`src/rtl/sta_sched_pkg.sv`:
```
// Shared state encoding and sizing helpers for the STA tile scheduler.
package sta_sched_pkg;

  localparam int SA_N = 4;

  typedef enum logic [2:0] {
    ST_IDLE   = 3'd0,
    ST_CLEAR  = 3'd1,
    ST_BIAS   = 3'd2,
    ST_FEED   = 3'd3,
    ST_DRAIN  = 3'd4,
    ST_DONE   = 3'd5,
    ST_RETIRE = 3'd6,
    ST_FINISH = 3'd7
  } sched_state_e;

  // Skewed operands need 2*(n-1) cycles to cross the array plus n to leave it.
  function automatic int drain_cycles(input int sa_n);
    return 3 * sa_n - 2;
  endfunction

endpackage

```
`src/rtl/sta_idle_filter.sv`:
```
// Qualifies sta_idle: o_hold_met is high on the HOLD-th consecutive idle cycle
// since the last clear or the last non-idle cycle.
module sta_idle_filter #(
  parameter int HOLD = 4
) (
  input  logic i_clk,
  input  logic i_rst_n,
  input  logic i_clr,
  input  logic i_idle,
  output logic o_hold_met
);

  localparam int CW = $clog2(HOLD + 1);

  logic [CW-1:0] r_remain;

  always_ff @(posedge i_clk or negedge i_rst_n) begin
    if (!i_rst_n) begin
      r_remain <= CW'(HOLD - 1);
    end else if (i_clr || !i_idle) begin
      r_remain <= CW'(HOLD - 1);
    end else if (r_remain != '0) begin
      r_remain <= r_remain - CW'(1);
    end
  end

  assign o_hold_met = !i_clr && i_idle && (r_remain == '0);

endmodule

```
`src/rtl/sta_tile_scheduler.sv`:
```
// Walks SA_N x SA_N output tiles across one conv layer, sequencing clear, bias,
// operand feed and drain on the STA complex, then waiting for it to go idle.
// state  | meaning
// IDLE   | waiting for start
// CLEAR  | reset_sta pulse for the new tile
// BIAS   | bias load, held off by stall
// FEED   | one operand step per non-stalled cycle
// DRAIN  | flush array skew
// DONE   | done pulse
// RETIRE | wait for IDLE_HOLD consecutive idle cycles, then advance
// FINISH | layer_done, back to IDLE
module sta_tile_scheduler
  import sta_sched_pkg::*;
#(
  parameter int MAX_N        = 64,
  parameter int N_BITS       = $clog2(MAX_N),
  parameter int SA_N         = sta_sched_pkg::SA_N,
  parameter int MAX_K        = 1024,
  parameter int K_BITS       = $clog2(MAX_K + 1),
  parameter int DRAIN_CYCLES = drain_cycles(SA_N),
  parameter int IDLE_HOLD    = 4
) (
  input  logic              i_clk,
  input  logic              i_rst_n,
  input  logic              i_start,
  input  logic              i_abort,
  input  logic [N_BITS:0]   i_cfg_out_rows,
  input  logic [N_BITS:0]   i_cfg_out_cols,
  input  logic [K_BITS-1:0] i_cfg_k_steps,
  input  logic [2:0]        i_cfg_layer_idx,
  input  logic              i_stall,
  input  logic              i_sta_idle,
  output logic              o_busy,
  output logic [2:0]        o_layer_idx,
  output logic [N_BITS-1:0] o_pos_row,
  output logic [N_BITS-1:0] o_pos_col,
  output logic              o_reset_sta,
  output logic              o_load_bias,
  output logic              o_feed_valid,
  output logic [K_BITS-1:0] o_feed_k_idx,
  output logic              o_done,
  output logic              o_layer_done
);

  localparam int DW = $clog2(DRAIN_CYCLES + 1);

  sched_state_e      r_state;
  logic [N_BITS:0]   r_rows;
  logic [N_BITS:0]   r_cols;
  logic [K_BITS-1:0] r_k_steps;
  logic [K_BITS-1:0] r_k;
  logic [K_BITS-1:0] r_feed_k_idx;
  logic [2:0]        r_layer_idx;
  logic [N_BITS-1:0] r_pos_row;
  logic [N_BITS-1:0] r_pos_col;
  logic [DW-1:0]     r_drain;
  logic              r_busy;
  logic              r_reset_sta;
  logic              r_load_bias;
  logic              r_feed_valid;
  logic              r_done;
  logic              r_layer_done;

  logic [N_BITS:0]   w_next_col;
  logic [N_BITS:0]   w_next_row;
  logic              w_col_fits;
  logic              w_row_fits;
  logic              w_last_feed;
  logic              w_abort;
  logic              w_idle_clr;
  logic              w_hold_met;

  // Compared one bit wider than the position so a full 64-wide map cannot wrap.
  assign w_next_col  = {1'b0, r_pos_col} + (N_BITS+1)'(SA_N);
  assign w_next_row  = {1'b0, r_pos_row} + (N_BITS+1)'(SA_N);
  assign w_col_fits  = w_next_col < r_cols;
  assign w_row_fits  = w_next_row < r_rows;
  assign w_last_feed = (r_k + K_BITS'(1)) == r_k_steps;
  assign w_abort     = i_abort && (r_state != ST_IDLE) && (r_state != ST_FINISH);
  assign w_idle_clr  = r_state != ST_RETIRE;

  sta_idle_filter #(
    .HOLD (IDLE_HOLD)
  ) u_idle_filter (
    .i_clk      (i_clk),
    .i_rst_n    (i_rst_n),
    .i_clr      (w_idle_clr),
    .i_idle     (i_sta_idle),
    .o_hold_met (w_hold_met)
  );

  always_ff @(posedge i_clk or negedge i_rst_n) begin
    if (!i_rst_n) begin
      r_state      <= ST_IDLE;
      r_rows       <= '0;
      r_cols       <= '0;
      r_k_steps    <= '0;
      r_k          <= '0;
      r_feed_k_idx <= '0;
      r_layer_idx  <= '0;
      r_pos_row    <= '0;
      r_pos_col    <= '0;
      r_drain      <= '0;
      r_busy       <= 1'b0;
      r_reset_sta  <= 1'b0;
      r_load_bias  <= 1'b0;
      r_feed_valid <= 1'b0;
      r_done       <= 1'b0;
      r_layer_done <= 1'b0;
    end else begin
      r_reset_sta  <= 1'b0;
      r_load_bias  <= 1'b0;
      r_feed_valid <= 1'b0;
      r_done       <= 1'b0;
      r_layer_done <= 1'b0;
      if (w_abort) begin
        r_reset_sta <= 1'b1;
        r_state     <= ST_FINISH;
      end else begin
        case (r_state)
          ST_IDLE: begin
            if (i_start) begin
              r_rows      <= i_cfg_out_rows;
              r_cols      <= i_cfg_out_cols;
              r_k_steps   <= i_cfg_k_steps;
              r_layer_idx <= i_cfg_layer_idx;
              r_busy      <= 1'b1;
              r_pos_row   <= '0;
              r_pos_col   <= '0;
              if (i_cfg_out_rows == '0 || i_cfg_out_cols == '0) begin
                r_state <= ST_FINISH;
              end else begin
                r_reset_sta <= 1'b1;
                r_state     <= ST_CLEAR;
              end
            end
          end
          ST_CLEAR: r_state <= ST_BIAS;
          ST_BIAS: begin
            if (!i_stall) begin
              r_load_bias <= 1'b1;
              r_k         <= '0;
              if (r_k_steps == '0) begin
                r_drain <= DW'(DRAIN_CYCLES);
                r_state <= ST_DRAIN;
              end else begin
                r_state <= ST_FEED;
              end
            end
          end
          ST_FEED: begin
            // The index is shown even while stalled so the pending step is visible.
            r_feed_k_idx <= r_k;
            if (!i_stall) begin
              r_feed_valid <= 1'b1;
              r_k          <= r_k + K_BITS'(1);
              if (w_last_feed) begin
                r_drain <= DW'(DRAIN_CYCLES);
                r_state <= ST_DRAIN;
              end
            end
          end
          ST_DRAIN: begin
            if (!i_stall) begin
              if (r_drain == DW'(1)) begin
                r_done  <= 1'b1;
                r_state <= ST_DONE;
              end else begin
                r_drain <= r_drain - DW'(1);
              end
            end
          end
          ST_DONE: r_state <= ST_RETIRE;
          ST_RETIRE: begin
            if (w_hold_met) begin
              if (w_col_fits) begin
                r_pos_col   <= w_next_col[N_BITS-1:0];
                r_reset_sta <= 1'b1;
                r_state     <= ST_CLEAR;
              end else if (w_row_fits) begin
                r_pos_col   <= '0;
                r_pos_row   <= w_next_row[N_BITS-1:0];
                r_reset_sta <= 1'b1;
                r_state     <= ST_CLEAR;
              end else begin
                r_state <= ST_FINISH;
              end
            end
          end
          ST_FINISH: begin
            r_busy       <= 1'b0;
            r_layer_done <= 1'b1;
            r_state      <= ST_IDLE;
          end
          default: r_state <= ST_IDLE;
        endcase
      end
    end
  end

  assign o_busy       = r_busy;
  assign o_layer_idx  = r_layer_idx;
  assign o_pos_row    = r_pos_row;
  assign o_pos_col    = r_pos_col;
  assign o_reset_sta  = r_reset_sta;
  assign o_load_bias  = r_load_bias;
  assign o_feed_valid = r_feed_valid;
  assign o_feed_k_idx = r_feed_k_idx;
  assign o_done       = r_done;
  assign o_layer_done = r_layer_done;

endmodule

```
`config.mk`:
```
export PLATFORM = sky130hd
export DESIGN_NAME = sta_tile_scheduler
export DESIGN_NICKNAME = d
export VERILOG_FILES = /design/src/rtl/sta_sched_pkg.sv /design/src/rtl/sta_idle_filter.sv /design/src/rtl/sta_tile_scheduler.sv
export SDC_FILE = /design/constraint.sdc
export NUM_CORES = 1
export LEC_CHECK = 0
export BUFFER_PORTS_ARGS = -buffer_cell sky130_fd_sc_hd__buf_2
export CORE_ASPECT_RATIO = 1.25
export CORE_MARGIN = 5
export CORE_UTILIZATION = 30
export CTS_CLUSTER_SIZE = 16
export DETAILED_ROUTE_END_ITERATION = 12
export PLACE_DENSITY = 0.49
export SLEW_MARGIN = 15
export SYNTH_ARGS = -nofsm -noshare
export SYNTH_HDL_FRONTEND = slang
export SYNTH_SLANG_ARGS = --single-unit
export TNS_END_PERCENT = 30
```
`constraint.sdc`:
```
create_clock -name i_clk -period 4.63 [get_ports i_clk]
set_clock_uncertainty 0.15 [all_clocks]
set_input_delay 0.463 -clock i_clk [delete_from_list [all_inputs] [get_ports i_clk]]
set_output_delay 0.463 -clock i_clk [all_outputs]
set_load 0.01 [all_outputs]
```
==> run_results.csv, run 1 <==
group,metric,value,unit
outcome,run_status,"finished clean",
sta,slew_violations,0,
placed_design,dp_hpwl,7000,um
sta,timing.final.crit_share,57.6,%
synth,netlist_area,0.00403,mm^2
final_layout,num_antenna_cells,0,
synth,ys_ff_latch,74,
worst_setup_path,setup.worst_path.class,"flop to flop",
sta,tightest_slew,0.955,ns
clocking,cts_hold_buf,0,
sta,slew_headroom,36.3,%
clocking,clk_latency,0.34,ns
global_route,grt_pass1_wl,16300,um
clocking,ctsResizeCount,0,
placed_design,finalWeightedCongestion,0.818,
final_layout,area_growth,18.0,%
final_layout,multiInputGateArea,0.00197,mm^2
sta,tns,0,ns
synth,yosysTopAreaCellShare,44.7,%
die,die_height,140,um
placed_design,pre_cts_ws,1.95,ns
die,die_w,114,um
routing,drcViolationCount,0,
sta,finalSetupViolations,0,
routing,antenna_left,0,
synth,synth_edf_count,0,
die,placementRows,47,
final_layout,ff_latch_area,0.00185,mm^2
clocking,clk_pin_slew,0.06,ns
sta,max_freq,375,MHz
synth,avgSynthCellArea,10.1,um^2
global_route,grt_start_max_net_pins,75,
synth,yosysTopAreaCell,"dfrtp_1",
clocking,post_cts.repair.setup_buffers,0,
die,start_util,30.4,%
power_and_ir_drop,p_per_area,566,mW/mm^2
synth,netlist_instances,398,
clocking,cts_root_buf,"clkbuf_16",
worst_setup_path,required,4.76,ns
routing,drt-initial-drc-count,98,
routing,vias_per_cell,4.86,
routing,wl_per_cell,15.2,um
routing,wl_met2,4720,um
power_and_ir_drop,p_leak,2.25,nW
worst_setup_path,cp.arrival,2.79,ns
power_and_ir_drop,ir_drop,0.000262,V
global_route,grt_pass1_vias,3174,
clocking,cts_tree,"yes",
die,io_pins,66,
global_route,antenna_found_initial,0,
synth,yosys_warnings,0,
final_layout,utilization,35.9,%
synth,synth_simple_gate_area_share,14.9,%
synth,synthAdderAreaFrac,5.28,%
synth,synth.top_cells.by_area,"dfrtp_1, mux2_2, ha_1",
final_layout,final_nets,505,
synth,synth_top_family_by_area,"simple AND/OR/NAND/NOR gates",
final_layout,nFillCells,1352,
worst_setup_path,worst_setup_path_start_kind,"flop",
routing,maxUsedRoutingLayer,"met4",
final_layout,drive_above_1_share,26.4,%
worst_setup_path,cp_max_fo,6,
routing,drt-pass1-iter-count,4,
clocking,cts.path.max_buffers,2,
routing,drt_wl_total,9600,um
routing,met3_length,422,um
sta,rsz0062_at_grt,"no",
global_route,overflow,0,
synth,ys_seq_area_share,46.0,%
sta,hold_viol,0,
worst_setup_path,worstSetupEndpointType,"flop",
die,die_area,0.0159,mm^2
clocking,cts_sinks,74,
placed_design,place_area,0.00448,mm^2
synth,ys.flop_type,"dfrtp_1",
final_layout,final_area,0.00475,mm^2
synth,synth-compound-area-share,14.1,%
routing,routedLengthMet1,4250,um
clocking,cts_max_level,3,
routing,vias,3061,
sta,min_period,2.67,ns
global_route,grt_usage,12.9,%
die,core_area,0.0132,mm^2
synth,yosys-top-cells-count,"dfrtp_1, nand2_1, mux2_2",
synth,synthMuxAreaShare,9.97,%
placed_design,numPortBuffers,61,
worst_hold_path,hp-class,"input pin to async pin",
synth,synth-async-reset-ratio,100,%
flow_run,maxCapViolCount,0,
clocking,cts_buffers,9,
sta,setup_ws,1.96,ns
synth,yosysMostFrequentCell,"dfrtp_1",
synth,ys_types,61,
synth,synthXorXnorAreaFrac,4.35,%
## cell families (layout without fill, tap and decap cells)
kind of cell	count (synthesis)	in the layout
XOR/XNOR	20	20
buffers and inverters	51	109
adder cells (fa/ha/maj)	17	17
multiplexers	36	36
AO/OA/AOI/OAI	84	84
other	1	4
flip-flops	74	74
AND/OR/NAND/NOR	115	115
## final timing paths
kind                                                from                endpoint  slack, ns  cells past startpoint
worst max-delay path            o_pos_row[2]$_DFFE_PN0P_  r_state[1]$_DFFE_PN0P_       1.96                      8
worst min-delay path                             i_rst_n   r_rows[5]$_DFFE_PN0P_       0.12                      1
worst max register to register  o_pos_row[2]$_DFFE_PN0P_  r_state[1]$_DFFE_PN0P_       1.96                      8
worst min register to register        o_busy$_DFFE_PN0P_      o_busy$_DFFE_PN0P_       0.32                      1
max in group asynchronous                        i_rst_n      r_k[9]$_DFFE_PN0P_       3.59                      1
min in group i_clk                     i_cfg_out_cols[4]   r_cols[4]$_DFFE_PN0P_       0.19                      3
## flip-flops by register name, indices dropped and copies added (netlist names), 4 cells and up
signal,flops
r_cols,7
o_pos_row,4
o_pos_col,4
r_k,11
r_k_steps,11
r_drain,4
r_rows,7
o_feed_k_idx,11
## area by class of cell
class / count / share of cell area, %
clock inverters: 5 / 0.632
inverters: 30 / 2.37
flip-flops and latches: 74 / 39.0
well taps: 171 / 4.50
clock buffers: 11 / 5.11
multi-input cells: 276 / 41.6
repair buffers: 63 / 6.79
## per-layer routing
| layer | vias up | GRT usage (%) |
|---|---|---|
| met1 | 1459 | 15.8 |
| met3 | 14 | 3.21 |
| met5 | - | 0 |
| li1 | 1520 | - |
| met4 | 0 | 5.32 |
| met2 | 68 | 21.4 |
## power by group
part | switching [mW] | leakage [nW] | internal [mW]
logic | 0.511 | 1.17 | 0.457
registers | 0.214 | 0.947 | 0.862
clock network | 0.273 | 0.131 | 0.374
total | 0.998 | 2.25 | 1.69
## metrics by stage
stage               std cells  hold slack (ns)  total power [mW]
floorplan                 401           0.0174              1.78
global placement          614            0.308              2.05
detailed placement        614            0.316              2.07
CTS                       630            0.163              2.74
global route              630            0.195              2.92
finish                    630            0.124              2.69
## layout by cell type (no fill, tap or decap), types with 5 or more instances in the layout
cell	synthesis	layout
nand3_1	14	14
nor2_1	26	26
a21oi_1	12	12
nand2_1	36	36
xor2_1	6	6
nor3_1	6	6
o21ai_0	27	27
nor4_1	6	6
clkbuf_16	0	9
dfrtp_1	72	72
inv_1	30	30
buf_2	3	60
xnor2_1	14	14
mux2_2	33	33
and3_1	7	7
a21o_1	5	5
ha_1	17	17
## critical path: stages (launching register included)
cell and delay (ns):
dfrtp_1 0.43, ha_1 0.33, ha_1 0.29, nor4bb_1 0.22, a211oi_1 0.09, o21ai_0 0.24, nand2_1 0.18, a2111oi_0 0.44
o32a_1 0.22
No activity file was read; power rests on OpenSTA's default activity.
==> run 2, diff against run 1 <==
PLACE_DENSITY = 0.51   (was 0.49)
clock period = 2.2 ns   (was 4.63 ns; I/O delays follow)
==> run 2 against run 1 <==
Die area did not move. Combinational power grew to 3.1 times the previous value. Largest power group is now combinational logic. Critical endpoint is now o_pos_row[2]$_DFFE_PN0P_. Count of clock-buffer cells in the layout unchanged. Highest routed layer unchanged. Sequential power grew 100%. The flow now finishes with violations (negative setup slack). Sequential cell count unchanged.
==> run_results.csv, run 2 (synthesis results as in run 1) <==
group,metric,value,unit
worst_setup_path,cp_max_fo,3,
worst_setup_path,cp.arrival,2.32,ns
clocking,cts_buffers,9,
clocking,clk_pin_slew,0.06,ns
worst_setup_path,worstReg2RegStart,"o_pos_row[3]$_DFFE_PN0P_",
global_route,grt_usage,13.8,%
sta,rsz0062_at_grt,"yes",
sta,slew_violations,0,
sta,finalSetupViolations,6,
power_and_ir_drop,p_leak,2.72,nW
worst_hold_path,min_to,"r_cols[2]$_DFFE_PN0P_",
die,start_util,30.4,%
routing,vias,3440,
sta,timing.final.crit_share,103,%
worst_hold_path,hold_depth,3,
worst_setup_path,worst_setup_path_start_kind,"flop",
die,die_height,140,um
placed_design,place_area,0.00495,mm^2
clocking,cts.path.max_buffers,2,
global_route,grt_pass1_wl,17600,um
sta,setup_ws,-0.0625,ns
final_layout,area_growth,43.3,%
flow_run,maxCapViolCount,0,
sta,min_period,2.26,ns
final_layout,num_antenna_cells,0,
routing,drcViolationCount,0,
placed_design,dp_hpwl,7930,um
worst_setup_path,worstSetupEndpointType,"flop",
worst_setup_path,required,2.26,ns
clocking,clk_latency,0.33,ns
power_and_ir_drop,total_power,6.62,mW
worst_hold_path,min_from,"i_cfg_out_cols[2]",
global_route,overflow,0,
final_layout,final_nets,593,
worst_setup_path,crit_chain,"nand3_2 -> xnor2_2 -> ha_1 -> a21o_1 -> a21oi_2 -> o21ai_2 -> buf_4 -> a21oi_4 -> mux2_4",
worst_setup_path,ff2ff_path_depth,9,
global_route,grt_start_max_net_pins,33,
final_layout,nFillCells,1292,
die,die_area,0.0159,mm^2
routing,vias_per_cell,4.79,
final_layout,mostFrequentLayoutCell,"dfrtp_1",
outcome,failed_checks,"negative setup slack",
routing,wl_per_cell,14.6,um
worst_setup_path,setup.worst_path.class,"flop to flop",
die,io_pins,66,
worst_hold_path,hp-class,"input pin to flop",
placed_design,numPortBuffers,61,
routing,drt-pass1-iter-count,4,
worst_setup_path,cp_num_buf_inv,1,
global_route,grt_pass1_vias,3541,
worst_setup_path,r2r_end,"o_pos_row[2]$_DFFE_PN0P_",
final_layout,utilization,43.6,%
final_layout,final_cell_mix,"dfrtp_1, buf_4, buf_2, nand2_1, mux2_2",
power_and_ir_drop,ir_drop,0.000545,V
outcome,run_status,"finished, violations left",
placed_design,finalWeightedCongestion,0.865,
final_layout,drive_above_1_share,40.4,%
worst_setup_path,cp_slowest_cell,"dfrtp_2",
sta,hold_viol,0,
worst_setup_path,r2r_slack,-0.06,ns
routing,drt_wl_total,10500,um
final_layout,final_area,0.00577,mm^2
sta,max_freq,442,MHz
clocking,cts_sinks,74,
power_and_ir_drop,p_per_area,1150,mW/mm^2
die,placementRows,47,
routing,antenna_left,0,
worst_setup_path,crit_family,"compound AO/OA/AOI/OAI gates",
worst_setup_path,max_stage_delay,0.40,ns
clocking,cts_tree,"yes",
global_route,antenna_found_initial,0,
routing,drt-initial-drc-count,83,
die,core_area,0.0132,mm^2
clocking,cts_root_buf,"clkbuf_16",
die,die_w,114,um
clocking,cts_max_level,3,
run 2: power by group:
part	internal [mW]	switching, mW	total (mW)
registers	1.82	0.373	2.20
logic	1.53	1.46	2.99
clock network	0.874	0.561	1.44
total	4.23	2.40	6.62
run 2: repair_timing:
item / in CTS / in global routing
setup endpoints to repair: 14 / 31
hold buffers: 28 / 0
hold endpoints to repair: 100 / 0
setup buffers: 3 / 2
pin swaps: 14 / 4
resized for setup: 26 / 17
run 2: tightest hold or removal path, stage by stage:
cell and delay [ns]:
buf_2 0.10, nand2_1 0.05, o21ai_0 0.07
run 2: through the flow:
stage | setup slack [ns] | TNS, ns | std cells | hold slack, ns
2_1_floorplan | -0.109 | -0.267 | 401 | -0.226
3_3_place_gp | -0.126 | -0.747 | 669 | -0.0717
3_5_place_dp | -0.164 | -1.16 | 669 | -0.0709
4_1_cts | -0.0597 | -0.184 | 716 | 0.00265
5_1_grt | -0.175 | -1.22 | 718 | 0.0148
6_report | -0.0625 | -0.192 | 718 | 0.00630
run 2: area by class of cell:
cell class / instances / area, um^2 / share of cell area, %
clock buffers: 11 / 233 / 4.03
clock inverters: 5 / 55.1 / 0.954
inverters: 30 / 113 / 1.95
multi-input cells: 276 / 2230 / 38.6
flip-flops and latches: 74 / 1860 / 32.2
well taps: 171 / 214 / 3.71
repair buffers: 151 / 1070 / 18.5
run 2: per-layer routing:
layer | global-route usage, % | part of all wire, % | vias up
met4 | 5.06 | 2.3 | 0
met1 | 16.7 | 43 | 1665
li1 | - | - | 1695
met5 | 0 | 0 | -
met2 | 24.0 | 51 | 63
met3 | 2.65 | 3.3 | 17
run 2: worst max path at each step:
stage | start | cells after the start | slack (ns) | to
after CTS | o_pos_col[3]$_DFFE_PN0P_ | 8 | -0.06 | o_pos_row[4]$_DFFE_PN0P_
after detailed placement | o_pos_row[3]$_DFFE_PN0P_ | 8 | -0.16 | r_state[1]$_DFFE_PN0P_
after global placement | o_pos_row[3]$_DFFE_PN0P_ | 8 | -0.13 | r_state[1]$_DFFE_PN0P_
after floorplan | u_idle_filter.r_remain[0]$_DFFE_PN1N_ | 9 | -0.11 | r_state[1]$_DFFE_PN0P_
final | o_pos_row[3]$_DFFE_PN0P_ | 9 | -0.06 | o_pos_row[2]$_DFFE_PN0P_
after global routing | o_pos_col[2]$_DFFE_PN0P_ | 9 | -0.17 | o_pos_row[4]$_DFFE_PN0P_
